===== src/rtl/sbox_pipe_scheduler_if.sv =====
// ---------------------------------------------------------------------------
// sbox_pipe_scheduler_if
// Bundles the job handshake, state buses, randomness handshake and the
// external pipelined S-box connection of sbox_pipe_scheduler.
//
//   start          job request                   (master -> slave)
//   busy           job in progress               (slave -> master)
//   done           one-cycle completion pulse    (slave -> master)
//   state_in_s0/1  input state shares            (master -> slave)
//   state_out_s0/1 result state shares           (slave -> master)
//   rnd_data       fresh randomness nibble       (master -> slave)
//   rnd_valid      rnd_data usable               (master -> slave)
//   rnd_ready      rnd_data consumed this cycle  (slave -> master)
//   rnd_err        sticky missing-randomness flag(slave -> master)
//   sbox_x_s0/1    S-box input shares            (slave -> master)
//   sbox_fresh     S-box Fresh bus               (slave -> master)
//   sbox_y_s0/1    S-box output shares           (master -> slave)
// ---------------------------------------------------------------------------
interface sbox_pipe_scheduler_if #(
  parameter int NIBBLES = 16
);
  logic                 start;
  logic                 busy;
  logic                 done;
  logic [4*NIBBLES-1:0] state_in_s0;
  logic [4*NIBBLES-1:0] state_in_s1;
  logic [4*NIBBLES-1:0] state_out_s0;
  logic [4*NIBBLES-1:0] state_out_s1;
  logic [3:0]           rnd_data;
  logic                 rnd_valid;
  logic                 rnd_ready;
  logic                 rnd_err;
  logic [3:0]           sbox_x_s0;
  logic [3:0]           sbox_x_s1;
  logic [3:0]           sbox_fresh;
  logic [3:0]           sbox_y_s0;
  logic [3:0]           sbox_y_s1;

  modport master (
    output start, state_in_s0, state_in_s1, rnd_data, rnd_valid,
           sbox_y_s0, sbox_y_s1,
    input  busy, done, state_out_s0, state_out_s1, rnd_ready, rnd_err,
           sbox_x_s0, sbox_x_s1, sbox_fresh
  );

  modport slave (
    input  start, state_in_s0, state_in_s1, rnd_data, rnd_valid,
           sbox_y_s0, sbox_y_s1,
    output busy, done, state_out_s0, state_out_s1, rnd_ready, rnd_err,
           sbox_x_s0, sbox_x_s1, sbox_fresh
  );
endinterface


===== src/rtl/sbox_pipe_scheduler.sv =====
// ---------------------------------------------------------------------------
// sbox_pipe_scheduler
// Streams the NIBBLES 4-bit cells of a two-share state, one per cycle,
// through an external LATENCY-deep masked S-box and reassembles the S-box
// results into a two-share output state.
//
// Ports:
//   clk    sole clock, rising edge
//   rst_n  asynchronous active-low reset
//   bus    sbox_pipe_scheduler_if.slave (job handshake, state shares,
//          randomness handshake, S-box connection)
//
// Job timeline (edge E0 samples start in IDLE):
//   ISSUE : NIBBLES cycles, cycle i drives nibble i to the S-box
//   DRAIN : LATENCY cycles, S-box inputs forced to zero
//   FIN   : one cycle with done=1, then IDLE
// ---------------------------------------------------------------------------
module sbox_pipe_scheduler #(
  parameter int NIBBLES = 16,
  parameter int LATENCY = 5
) (
  input  logic                 clk,
  input  logic                 rst_n,
  sbox_pipe_scheduler_if.slave bus
);

  localparam int IW   = (NIBBLES > 1) ? $clog2(NIBBLES) : 1;
  localparam int MAXC = (NIBBLES > LATENCY) ? NIBBLES : LATENCY;
  localparam int CW   = $clog2(MAXC) + 1;
  localparam int SW   = 4 * NIBBLES;

  typedef enum logic [1:0] {IDLE, ISSUE, DRAIN, FIN} state_t;

  state_t          r_state;
  logic [CW-1:0]   r_cnt;
  logic            r_busy;
  logic            r_done;
  logic            r_err;
  logic [SW-1:0]   r_sh0;
  logic [SW-1:0]   r_sh1;
  logic [SW-1:0]   r_out0;
  logic [SW-1:0]   r_out1;
  logic [LATENCY-1:0] r_vld;
  logic [IW-1:0]   r_idx [LATENCY];

  logic            w_issue;
  logic [IW-1:0]   w_issueIdx;

  assign w_issue    = (r_state == ISSUE);
  assign w_issueIdx = r_cnt[IW-1:0];

  // The latched input shares live in shift registers: the S-box input is
  // always the low nibble, and zeros shift in from the top, so after the
  // last issue cycle the S-box inputs are zero without any extra muxing.
  always_ff @(posedge clk or negedge rst_n) begin
    if (!rst_n) begin
      r_state <= IDLE;
      r_cnt   <= '0;
      r_busy  <= 1'b0;
      r_done  <= 1'b0;
      r_err   <= 1'b0;
      r_sh0   <= '0;
      r_sh1   <= '0;
    end else begin
      r_done <= 1'b0;
      if (r_busy && !bus.rnd_valid) begin
        r_err <= 1'b1;
      end
      case (r_state)
        IDLE: begin
          if (bus.start) begin
            r_sh0   <= bus.state_in_s0;
            r_sh1   <= bus.state_in_s1;
            r_err   <= 1'b0;
            r_cnt   <= '0;
            r_busy  <= 1'b1;
            r_state <= ISSUE;
          end
        end
        ISSUE: begin
          r_sh0 <= {4'b0000, r_sh0[SW-1:4]};
          r_sh1 <= {4'b0000, r_sh1[SW-1:4]};
          if (r_cnt == CW'(NIBBLES - 1)) begin
            r_cnt   <= '0;
            r_state <= DRAIN;
          end else begin
            r_cnt <= r_cnt + CW'(1);
          end
        end
        DRAIN: begin
          if (r_cnt == CW'(LATENCY - 1)) begin
            r_cnt   <= '0;
            r_busy  <= 1'b0;
            r_done  <= 1'b1;
            r_state <= FIN;
          end else begin
            r_cnt <= r_cnt + CW'(1);
          end
        end
        FIN: begin
          r_state <= IDLE;
        end
        default: begin
          r_state <= IDLE;
        end
      endcase
    end
  end

  // Each issued nibble index travels alongside the S-box pipeline; the
  // entry leaving the last stage lines up with that nibble's S-box result.
  // Reset clears the valid bits so results still in flight are dropped.
  always_ff @(posedge clk or negedge rst_n) begin
    if (!rst_n) begin
      r_vld <= '0;
      for (int k = 0; k < LATENCY; k++) begin
        r_idx[k] <= '0;
      end
      r_out0 <= '0;
      r_out1 <= '0;
    end else begin
      r_vld    <= {r_vld[LATENCY-2:0], w_issue};
      r_idx[0] <= w_issueIdx;
      for (int k = 1; k < LATENCY; k++) begin
        r_idx[k] <= r_idx[k-1];
      end
      if (r_vld[LATENCY-1]) begin
        r_out0[{r_idx[LATENCY-1], 2'b00} +: 4] <= bus.sbox_y_s0;
        r_out1[{r_idx[LATENCY-1], 2'b00} +: 4] <= bus.sbox_y_s1;
      end
    end
  end

  // Randomness is passed straight through, never stored.
  assign bus.busy         = r_busy;
  assign bus.done         = r_done;
  assign bus.rnd_ready    = r_busy;
  assign bus.rnd_err      = r_err;
  assign bus.sbox_x_s0    = r_sh0[3:0];
  assign bus.sbox_x_s1    = r_sh1[3:0];
  assign bus.sbox_fresh   = r_busy ? bus.rnd_data : 4'b0000;
  assign bus.state_out_s0 = r_out0;
  assign bus.state_out_s1 = r_out1;

endmodule


===== src/flat_wrapper.sv =====
// flat-port wrapper written by rule: the top's interface ports become plain ports
module sbox_pipe_scheduler_flat 
#(
  parameter int NIBBLES = 16,
  parameter int LATENCY = 5
)
  (clk, rst_n, bus_start, bus_state_in_s0, bus_state_in_s1, bus_rnd_data, bus_rnd_valid, bus_sbox_y_s0, bus_sbox_y_s1, bus_busy, bus_done, bus_state_out_s0, bus_state_out_s1, bus_rnd_ready, bus_rnd_err, bus_sbox_x_s0, bus_sbox_x_s1, bus_sbox_fresh);
  sbox_pipe_scheduler_if #(.NIBBLES(NIBBLES)) bus_i ();
  input  logic clk;
  input  logic rst_n;
  input wire logic [$bits(bus_i.start)-1:0] bus_start;
  input wire logic [$bits(bus_i.state_in_s0)-1:0] bus_state_in_s0;
  input wire logic [$bits(bus_i.state_in_s1)-1:0] bus_state_in_s1;
  input wire logic [$bits(bus_i.rnd_data)-1:0] bus_rnd_data;
  input wire logic [$bits(bus_i.rnd_valid)-1:0] bus_rnd_valid;
  input wire logic [$bits(bus_i.sbox_y_s0)-1:0] bus_sbox_y_s0;
  input wire logic [$bits(bus_i.sbox_y_s1)-1:0] bus_sbox_y_s1;
  output wire logic [$bits(bus_i.busy)-1:0] bus_busy;
  output wire logic [$bits(bus_i.done)-1:0] bus_done;
  output wire logic [$bits(bus_i.state_out_s0)-1:0] bus_state_out_s0;
  output wire logic [$bits(bus_i.state_out_s1)-1:0] bus_state_out_s1;
  output wire logic [$bits(bus_i.rnd_ready)-1:0] bus_rnd_ready;
  output wire logic [$bits(bus_i.rnd_err)-1:0] bus_rnd_err;
  output wire logic [$bits(bus_i.sbox_x_s0)-1:0] bus_sbox_x_s0;
  output wire logic [$bits(bus_i.sbox_x_s1)-1:0] bus_sbox_x_s1;
  output wire logic [$bits(bus_i.sbox_fresh)-1:0] bus_sbox_fresh;
  assign bus_i.start = bus_start;
  assign bus_i.state_in_s0 = bus_state_in_s0;
  assign bus_i.state_in_s1 = bus_state_in_s1;
  assign bus_i.rnd_data = bus_rnd_data;
  assign bus_i.rnd_valid = bus_rnd_valid;
  assign bus_i.sbox_y_s0 = bus_sbox_y_s0;
  assign bus_i.sbox_y_s1 = bus_sbox_y_s1;
  assign bus_busy = bus_i.busy;
  assign bus_done = bus_i.done;
  assign bus_state_out_s0 = bus_i.state_out_s0;
  assign bus_state_out_s1 = bus_i.state_out_s1;
  assign bus_rnd_ready = bus_i.rnd_ready;
  assign bus_rnd_err = bus_i.rnd_err;
  assign bus_sbox_x_s0 = bus_i.sbox_x_s0;
  assign bus_sbox_x_s1 = bus_i.sbox_x_s1;
  assign bus_sbox_fresh = bus_i.sbox_fresh;
  sbox_pipe_scheduler #(.NIBBLES(NIBBLES), .LATENCY(LATENCY)) u_core (.clk(clk), .rst_n(rst_n), .bus(bus_i));
endmodule

===== config.mk =====
export PLATFORM = sky130hd
export DESIGN_NAME = sbox_pipe_scheduler_flat
export DESIGN_NICKNAME = d
export VERILOG_FILES = /design/src/rtl/sbox_pipe_scheduler_if.sv /design/src/rtl/sbox_pipe_scheduler.sv /design/src/flat_wrapper.sv
export SDC_FILE = /design/constraint.sdc
export NUM_CORES = 1
export LEC_CHECK = 0
export BUFFER_PORTS_ARGS = -buffer_cell sky130_fd_sc_hd__buf_2
export CORE_MARGIN = 2
export CORE_UTILIZATION = 55
export CTS_BUF_LIST = sky130_fd_sc_hd__clkbuf_2 sky130_fd_sc_hd__clkbuf_4 sky130_fd_sc_hd__clkbuf_8
export CTS_CLUSTER_DIAMETER = 30
export CTS_CLUSTER_SIZE = 8
export DETAILED_ROUTE_END_ITERATION = 10
export MAX_ROUTING_LAYER = met4
export PLACE_DENSITY = 0.91
export SLEW_MARGIN = 20
export SYNTH_ARGS = -nofsm -noshare
export SYNTH_HDL_FRONTEND = slang
export SYNTH_SLANG_ARGS = --single-unit

===== constraint.sdc =====
create_clock -name clk -period 2.3 [get_ports clk]
set_input_delay 0.345 -clock clk [delete_from_list [all_inputs] [get_ports clk]]
set_output_delay 0.345 -clock clk [all_outputs]
set_load 0.02 [all_outputs]

### Yosys cells after proc, flatten, opt, wreduce, memory -nomap -nowiden

Cells that the tools add are included.

| operators by class | value |
|---|---|
| add/subtract/negate cells | 2 |
| multiply operators | 0 |
| divide/modulo/power cells | 0 |
| $lt $le $gt $ge | 0 |
| equality and inequality tests | 8 |
| shift operators | 3 |
| multiplexer cells | 23 |
| bitwise logic cells | 0 |
| reduce and logical (&&, ||, !) cells | 10 |

Operators with widths:

| kind | count |
|---|---|
| case mux 64 bit (2 select lines) | 2 |
| bitwise mux 64 bit | 2 |
| 2-to-1 mux 64 bit | 2 |
| indexed part select 4 x 8 -> 64 bit | 2 |
| variable shift 4 x 8 -> 64 bit, first input constant | 1 |
| 2-to-1 mux 5 bit | 3 |
| case mux 5 bit (3 select lines) | 1 |
| negator 6 -> 8 bit | 1 |
| case mux 2 bit (4 select lines) | 1 |
| 2-to-1 mux 1 bit | 7 |
| 2-to-1 mux 2 bit | 3 |
| AND reduction 3 bit | 2 |
| adder 5 x 1 -> 5 bit, second input constant | 1 |
| == test 5 x 3 -> 1 bit, second input constant | 1 |
| == test 5 x 4 -> 1 bit, second input constant | 1 |
| == test 2 bit, second input constant | 2 |
| 2-to-1 mux 4 bit | 1 |
| inequality test 2 bit, second input constant | 2 |
| AND reduction 2 bit | 2 |
| nonzero test 2 bit | 2 |
| nonzero test 3 bit | 1 |
| == test 2 x 1 -> 1 bit, second input constant | 1 |
| logical NOT 2 bit | 1 |
| inequality test 2 x 1 -> 1 bit, second input constant | 1 |
| other kinds (3) | 3 |

| storage, ports and cells | value |
|---|---|
| register bits | 291 |
| bits in latches | 0 |
| bits in writable memories | 0 |
| memory bits (read-only) | 0 |
| input port bits | 144 |
| output and inout port bits | 144 |
| word-level logic and storage cells | 61 |
| memories | 0 |

### Depth between registers and ports, before layout

Gate-level depths: netlist (run 1).

| depth | value |
|---|---|
| depth after elaboration | 5 |
| mapped depth | 9 |
| mapped depth without buffers | 8 |

### Least setup slack after synthesis (run 1)

No wires, ideal clock.

| timing | value |
|---|---|
| kind | register -> register |
| from | register u_core.r_idx[0] (netlist bit) |
| to | register u_core.r_out0[12], in the netlist u_core.bus.state_out_s0[12] |
| setup time | 0.125 ns |
| arrival | 1.987 ns |
| data required time | 2.175 ns |
| setup slack | 0.188 ns |
| stages on the path, launching flop included | 10 |
| buffers on the path | 2 |
| period minus slack after synthesis | 2.112 ns |
| cell sequence | dfrtp_1 -> buf_6 -> clkinv_4 -> ha_1 -> or2_4 -> o21ai_2 -> o2bb2ai_1 -> nor2b_1 -> buf_4 -> mux2_2 |

| on the way | value |
|---|---|
| cells in the longest elaborated chain, start to end | 3 |
| elaborated cells between the ends (all ways) | 4 |
| classes of those cells | 1 x add/sub; 2 x shift; 1 x mux |

RTL lines:

| what | RTL line | RTL |
|---|---|---|
| start, declared | sbox_pipe_scheduler.sv:44 | `logic [IW-1:0] r_idx [LATENCY];` |
| start signal, assigned by index | sbox_pipe_scheduler.sv:125 | `r_idx[k] <= r_idx[k-1];` |
| negator 6 -> 8 bit (*) | sbox_pipe_scheduler.sv:128 | `r_out0[{r_idx[LATENCY-1], 2'b00} +: 4] <= bus.sbox_y_s0;` |
| indexed part select 4 x 8 -> 64 bit or variable shift 4 x 8 -> 64 bit (tied branches) | sbox_pipe_scheduler.sv:128 |  |
| bitwise mux 64 bit (*) | sbox_pipe_scheduler.sv:128 |  |
| end signal, assigned by index | sbox_pipe_scheduler.sv:128 |  |
| end, declared | sbox_pipe_scheduler.sv:41 | `logic [SW-1:0] r_out0;` |

Every way passes the cells marked *; elsewhere a longest branch is shown, timed or not.
A chain may end at the register's enable or synchronous reset.

### Final worst setup path (run 1)

| timing | value |
|---|---|
| from | register u_core.r_idx[0] (netlist bit) |
| to | register u_core.r_out0[15], in the netlist u_core.bus.state_out_s0[15] |

Same word-level chain as after synthesis.

==> flow_summary.yaml, run 1 <==
timing:
  skew_ns: 0.01686
  max-slew-margin-rel_pct: 63.82
  setup_viol_count_final: 0
  finalHoldViolCount: 0
  max_freq_mhz: 452.8
  post-route-min-period_ns: 2.209
  tns_ns: 0
  rsz0062_at_grt: "yes"
  tightest_slew_ns: 0.5416
  fin_crit_sh_pct: 96.03
  drv_slew: 0
global_route:
  grtUsageMet2_pct: 39.35
  grt_use_total_pct: 23.60
  antenna_found_initial: 2
  grt_max_degree: 94
  grt_busiest_layer: "met2"
  grtUsageMet1_pct: 28.95
  grt_pass1_vias: 8827
  grt_pass1_wl_mm: 44.28
  grt_use_met3_pct: 5.408
  globalRouteOverflowTotal: 0
power_and_ir_drop:
  power_mw: 18.08
  p_per_area_nw_per_um2: 1184
  p_leak_nw: 7.892
  ir_drop_mv: 0.8406
hold_path:
  hold_depth: 3
  holdPathEnd: "u_core.r_sh0[40]"
  worstHoldPathType: "in2reg"
  min_from: "bus_state_in_s0[40]"
critical_path:
  max_stage_delay_ns: 0.39
  reg2reg_slack_ns: 0.09
  path_class: "reg2reg"
  critPathBufInv: 2
  r2r-start: "u_core.r_idx[0]"
  critical_path_required_ns: 2.72
  slowest_stage: "dfrtp_1"
  cp-start-kind: "flop"
  critical_path.top_delay_family: "simple AND/OR/NAND/NOR gates"
  worstSetupEndpointType: "flop"
  worst-path-max-fanout: 8
  reg2reg_depth: 8
  r2r-end: "u_core.bus.state_out_s0[15]"
  cp.arrival_ns: 2.63
  crit_path_cell_trace: "clkinv_4 > ha_1 > or2_4 > o21ai_2 > o2bb2ai_1 > nor2b_1 > buf_4 > mux2_2"
job:
  drv_cap: 0
synthesis:
  synth_seq_cells: 291
  synthesis.area_sq_um: 12480
  yosysWarnings: 0
  syn_inst: 1002
  avgSynthCellArea_sq_um: 12.46
  ys_top_cells_by_area: "dfrtp_1 58%, mux2i_1 9.9%, mux2_2 9.1%"
  synth_fp_nets: 1157
  yosysTopAreaCellShare_pct: 58.33
  synth_top_area_cell: "dfrtp_1"
  synth_cell_types: 41
  synth_edf_count: 0
  postSynth.asyncResetShare_pct: 100.0
  ys_seq_area_share_pct: 58.33
  synthTopCellsByCount: "291 x dfrtp_1, 137 x nand2_1, 136 x o21ai_0"
  synth-main-ff-cell: "dfrtp_1"
  synth.most_common_cell: "dfrtp_1"
detailed_routing:
  wl_per_cell_microns: 17.14
  vias_per_cell: 5.359
  firstDrtPassIters: 4
  vias: 8606
  drt_iter0_drc: 463
  wirelength_mm: 27.53
  drcViolationCount: 0
  drtAntennaViolNets: 0
clock_network:
  cts_buffers: 52
  clk_path_buf_depth: 3
  clk_pin_slew_worst_paths_ns: 0.06
  cts_tree: "built"
  post_cts_buffers: 0
  clk_latency_ns: 0.55
  numClockSinks: 291
  cts_root_buffer: "clkbuf_8"
  htreeDepth: 2
die:
  dieArea_sq_um: 23920
  placementRows: 55
  fp.dieW_microns: 154.7
  core_area_sq_um: 22430
  start_util_pct: 55.65
  ios: 288
  die_y_microns: 154.7
placed_design:
  gp_routability_congestion: 0.8059
  placed_area_sq_um: 14170
  port_buffers: 287
  dpl.hpwl_mm: 19.11
layout:
  design_area_sq_um: 15270
  drive_gt1_share_pct: 40.26
  finalNetCount: 1447
  syn2layout_area_growth_pct: 22.32
run_status:
  status: "finished, final reports clean"
-- layout make-up --
| type | count | area [sq um] |
|---|---|---|
| Sequential cell | 291 | 7283 |
| Fill cell | 1611 | 7163 |
| Antenna cell | 2 | 5.005 |
| Multi-Input combinational cell | 622 | 4788 |
| Timing Repair Buffer | 305 | 1672 |
| Tap cell | 285 | 356.6 |
| Inverter | 20 | 80.08 |
| Clock buffer | 63 | 848.3 |
| Clock inverter | 18 | 237.7 |
-- registers in the layout (all words and copies together) (netlist names) --
signal,flops
u_core.r_sh0,64
u_core.r_sh1,64
u_core.bus.state_out_s1,64
u_core.r_cnt,5
u_core.bus.busy,1
u_core.bus.done,1
u_core.bus.rnd_err,1
u_core.r_vld,5
u_core.r_idx,20
u_core.bus.state_out_s0,64
u_core.r_state,2
-- placed cells by master, fill, tap and decap left out, types with 4 or more instances in the layout --
master / Yosys / routed
inv_1: 19 / 19
mux2_4: 24 / 24
nand2b_1: 6 / 6
clkinv_2: 0 / 5
clkinvlp_4: 0 / 6
mux2i_1: 123 / 122
a22o_1: 9 / 9
nand3_1: 4 / 4
o21ai_0: 136 / 136
mux2_2: 101 / 101
buf_2: 23 / 286
nor2b_1: 5 / 5
ha_1: 11 / 10
and2_1: 17 / 17
and3_1: 11 / 11
dfrtp_1: 291 / 290
buf_4: 11 / 10
bufinv_16: 0 / 5
buf_12: 0 / 7
clkbuf_8: 0 / 60
nand2_1: 137 / 137
nor2_1: 4 / 4
-- power by group --
group	internal [mW]	switching, mW
sequential	6.55	0.788
combinational	2.40	3.31
clock	2.98	2.05
-- cells by family after synthesis --
group / after synthesis / synth area share (%)
flip-flops: 291 / 58.33
multiplexers: 251 / 22.13
AND/OR/NAND/NOR: 202 / 7.988
AO/OA/AOI/OAI: 158 / 6.935
buffers and inverters: 89 / 3.518
adder cells (fa/ha/maj): 11 / 1.102
-- worst max-delay path by stage --
stage	start	endpoint	slack [ns]	depth (start not counted)
after floorplan	u_core.r_idx[0]	u_core.bus.state_out_s0[12]	0.19	9
after global placement	u_core.r_idx[1]	u_core.bus.state_out_s0[44]	0.14	7
after detailed placement	u_core.r_idx[1]	u_core.bus.state_out_s0[47]	0.07	7
after CTS	u_core.r_idx[1]	u_core.bus.state_out_s0[47]	0.05	7
after global routing	u_core.r_idx[0]	u_core.bus.state_out_s0[39]	-0.03	7
final	u_core.r_idx[0]	u_core.bus.state_out_s0[15]	0.09	8
-- worst reg2reg max path: stages, from the launching register on --
cell and delay (ns):
dfrtp_1 0.39, clkinv_4 0.10, ha_1 0.26, or2_4 0.29, o21ai_2 0.15, o2bb2ai_1 0.19
nor2b_1 0.17, buf_4 0.19, mux2_2 0.36
-- per-layer routing --
metal  wire, microns  share of wire (%)
met3            1949                7.1
met2           13600                 49
met5               0                  0
met4             619                2.2
met1           11360                 41
-- stage by stage --
step | util [%] | worst slack (ns) | hold WS (ns) | std cells
floorplan | - | 0.1884 | 0.04941 | 1002
global placement | 63.16 | 0.1368 | 0.2719 | 1522
detailed placement | 63.16 | 0.07361 | 0.2816 | 1522
CTS | 68.04 | 0.05294 | 0.04944 | 1604
global route | 68.07 | -0.03254 | 0.05767 | 1606
finish | 68.07 | 0.09137 | 0.08332 | 1606
-- what timing repair did --
action | in CTS | in global routing
setup endpoints to repair | 0 | 24
resized for setup | 0 | 3
endpoints found under the hold margin | 43 | 0
hold buffers | 1 | 0
Note: power is estimated with default switching activity, not from simulation.
==> run 2, diff against run 1 <==
--- a/config.mk
+++ b/config.mk
@@ -14,6 +14,7 @@
 export DETAILED_ROUTE_END_ITERATION = 10
 export MAX_ROUTING_LAYER = met4
 export PLACE_DENSITY = 0.91
+export REMOVE_ABC_BUFFERS = 1
 export SLEW_MARGIN = 20
 export SYNTH_ARGS = -nofsm -noshare
 export SYNTH_HDL_FRONTEND = slang
==> run 2 against run 1 <==
Cell area increased by 2.1%. First-iteration DRC count decreased by 8.2%. Critical path depth decreased by 1. Sequential power about the same. Sequential cell count unchanged. Wire length increased by 6.7%. Total power increased by 5.5%. Combinational power increased by 5.3%. Register-to-register slack got worse by 0.03 ns. Via count increased by 2.9%. Clock skew increased by 0.016 ns. Final cell count increased by 1.5%. Critical path type unchanged. Largest cell class unchanged. Largest power group unchanged.
==> flow_summary.yaml, run 2 (same netlist as run 1, synthesis figures left out) <==
run_status:
  status: "finished, final reports clean"
critical_path:
  cp-start-kind: "flop"
  cp.arrival_ns: 2.68
  worstSetupEndpointType: "flop"
  critical_path_required_ns: 2.74
  reg2reg_slack_ns: 0.07
  path_class: "reg2reg"
  worst-path-max-fanout: 8
detailed_routing:
  drcViolationCount: 0
  wirelength_mm: 29.37
  met1Wirelength_mm: 11.78
  vias_per_cell: 5.434
  wl_per_cell_microns: 18.02
  wl_met3_mm: 1.780
  drt_iter0_drc: 425
  dr_wl_met2_mm: 14.78
  firstDrtPassIters: 4
  top_layer: "met4"
  drtAntennaViolNets: 0
  vias: 8858
die:
  start_util_pct: 55.65
  ios: 288
  core_area_sq_um: 22430
  die_y_microns: 154.7
  dieArea_sq_um: 23920
  fp.dieW_microns: 154.7
  placementRows: 55
timing:
  skew_ns: 0.03248
  post-route-min-period_ns: 2.234
  max-slew-margin-rel_pct: 57.28
  max_freq_mhz: 447.6
  tightest_slew_ns: 0.6408
  rsz0062_at_grt: "yes"
  setup_viol_count_final: 0
  finalHoldViolCount: 0
  fin_crit_sh_pct: 97.13
  drv_slew: 0
layout:
  final_cell_mix: "291 x dfrtp_1, 286 x buf_2, 137 x nand2_1, 136 x o21ai_0, 122 x mux2i_1"
  seqCellArea_sq_um: 7282
  drive_gt1_share_pct: 41.08
  layout_commonest_cell: "dfrtp_1"
  fillCellCount: 1522
  fin_util_pct: 69.48
  multi_input_area_sq_um: 4795
  finalNetCount: 1457
  syn2layout_area_growth_pct: 24.85
power_and_ir_drop:
  p_per_area_nw_per_um2: 1224
  power_mw: 19.08
  p_leak_nw: 8.058
  ir_drop_mv: 0.7761
job:
  drv_cap: 0
global_route:
  globalRouteOverflowTotal: 0
  grt_use_total_pct: 25.74
  grt_pass1_vias: 9298
  grt_max_degree: 79
  grt_pass1_wl_mm: 47.62
  antenna_found_initial: 6
placed_design:
  dpl.hpwl_mm: 20.15
  gp_routability_congestion: 0.8503
  port_buffers: 287
hold_path:
  worstHoldPathType: "in2reg"
clock_network:
  clk_pin_slew_worst_paths_ns: 0.06
  cts_buffers: 56
  clk_path_buf_depth: 3
  htreeDepth: 2
  cts_root_buffer: "clkbuf_8"
  cts_tree: "built"
  numClockSinks: 291
  clk_latency_ns: 0.58
## run 2: what timing repair did
| item | in CTS | in global routing |
|---|---|---|
| hold endpoints to repair | 69 | 0 |
| hold buffers | 1 | 0 |
| endpoints found under the setup margin | 0 | 11 |
| gates resized for setup | 0 | 2 |
| setup buffers | 0 | 0 |
## run 2: area by class of cell
| cell class | count | share of cell area [%] |
|---|---|---|
| Multi-Input combinational cell | 622 | 30.76 |
| Clock inverter | 22 | 2.127 |
| Clock buffer | 73 | 6.004 |
| Inverter | 20 | 0.5137 |
| Tap cell | 285 | 2.288 |
| Timing Repair Buffer | 311 | 11.49 |
| Sequential cell | 291 | 46.72 |
| Antenna cell | 6 | 0.09632 |
## run 2: critical path: stages (launching register included)
cell	delay, ns
dfrtp_1	0.40
clkinv_4	0.10
ha_1	0.25
or2_4	0.29
o21ai_2	0.17
a21oi_1	0.10
or2_1	0.41
mux2_4	0.37
## run 2: per-stage QoR
stage,area [sq um],setup TNS (ns),worst slack (ns),hold WS (ns),cells
floorplan,12130,-1786.19,-14.44,0.04941,933
global placement,14290,0,0.1891,0.3332,1528
detailed placement,14290,0,0.09251,0.3347,1528
CTS,15570,0,0.08588,0.02273,1624
global route,15590,-0.01113,-0.01113,0.03710,1630
finish,15590,0,0.06605,0.05070,1630
## run 2: worst paths after layout
| kind | from | endpoint | depth (start not counted) |
|---|---|---|---|
| max in group asynchronous | rst_n | u_core.bus.state_out_s1[18] | 3 |
| min in group asynchronous | rst_n | u_core.r_sh1[59] | 2 |
| setup / recovery | u_core.r_idx[0] | u_core.bus.state_out_s0[36] | 7 |
| hold / removal | bus_state_in_s1[21] | u_core.r_sh1[21] | 3 |
| setup reg to reg | u_core.r_idx[0] | u_core.bus.state_out_s0[36] | 7 |
| hold reg to reg | u_core.r_vld[3] | u_core.r_vld[4] | 0 |
## run 2: routing by layer
| metal | track usage (%) | up-vias |
|---|---|---|
| met3 | 6.108 | 90 |
| met4 | 11.99 | 0 |
| met2 | 42.50 | 328 |
| li1 | - | 4070 |
| met5 | - | - |
| met1 | 30.01 | 4370 |
## run 2: power by group
| group | total (mW) | internal [mW] | switching, mW |
|---|---|---|---|
| sequential | 7.35 | 6.55 | 0.796 |
| combinational | 6.01 | 2.55 | 3.45 |
| clock | 5.73 | 3.55 | 2.17 |
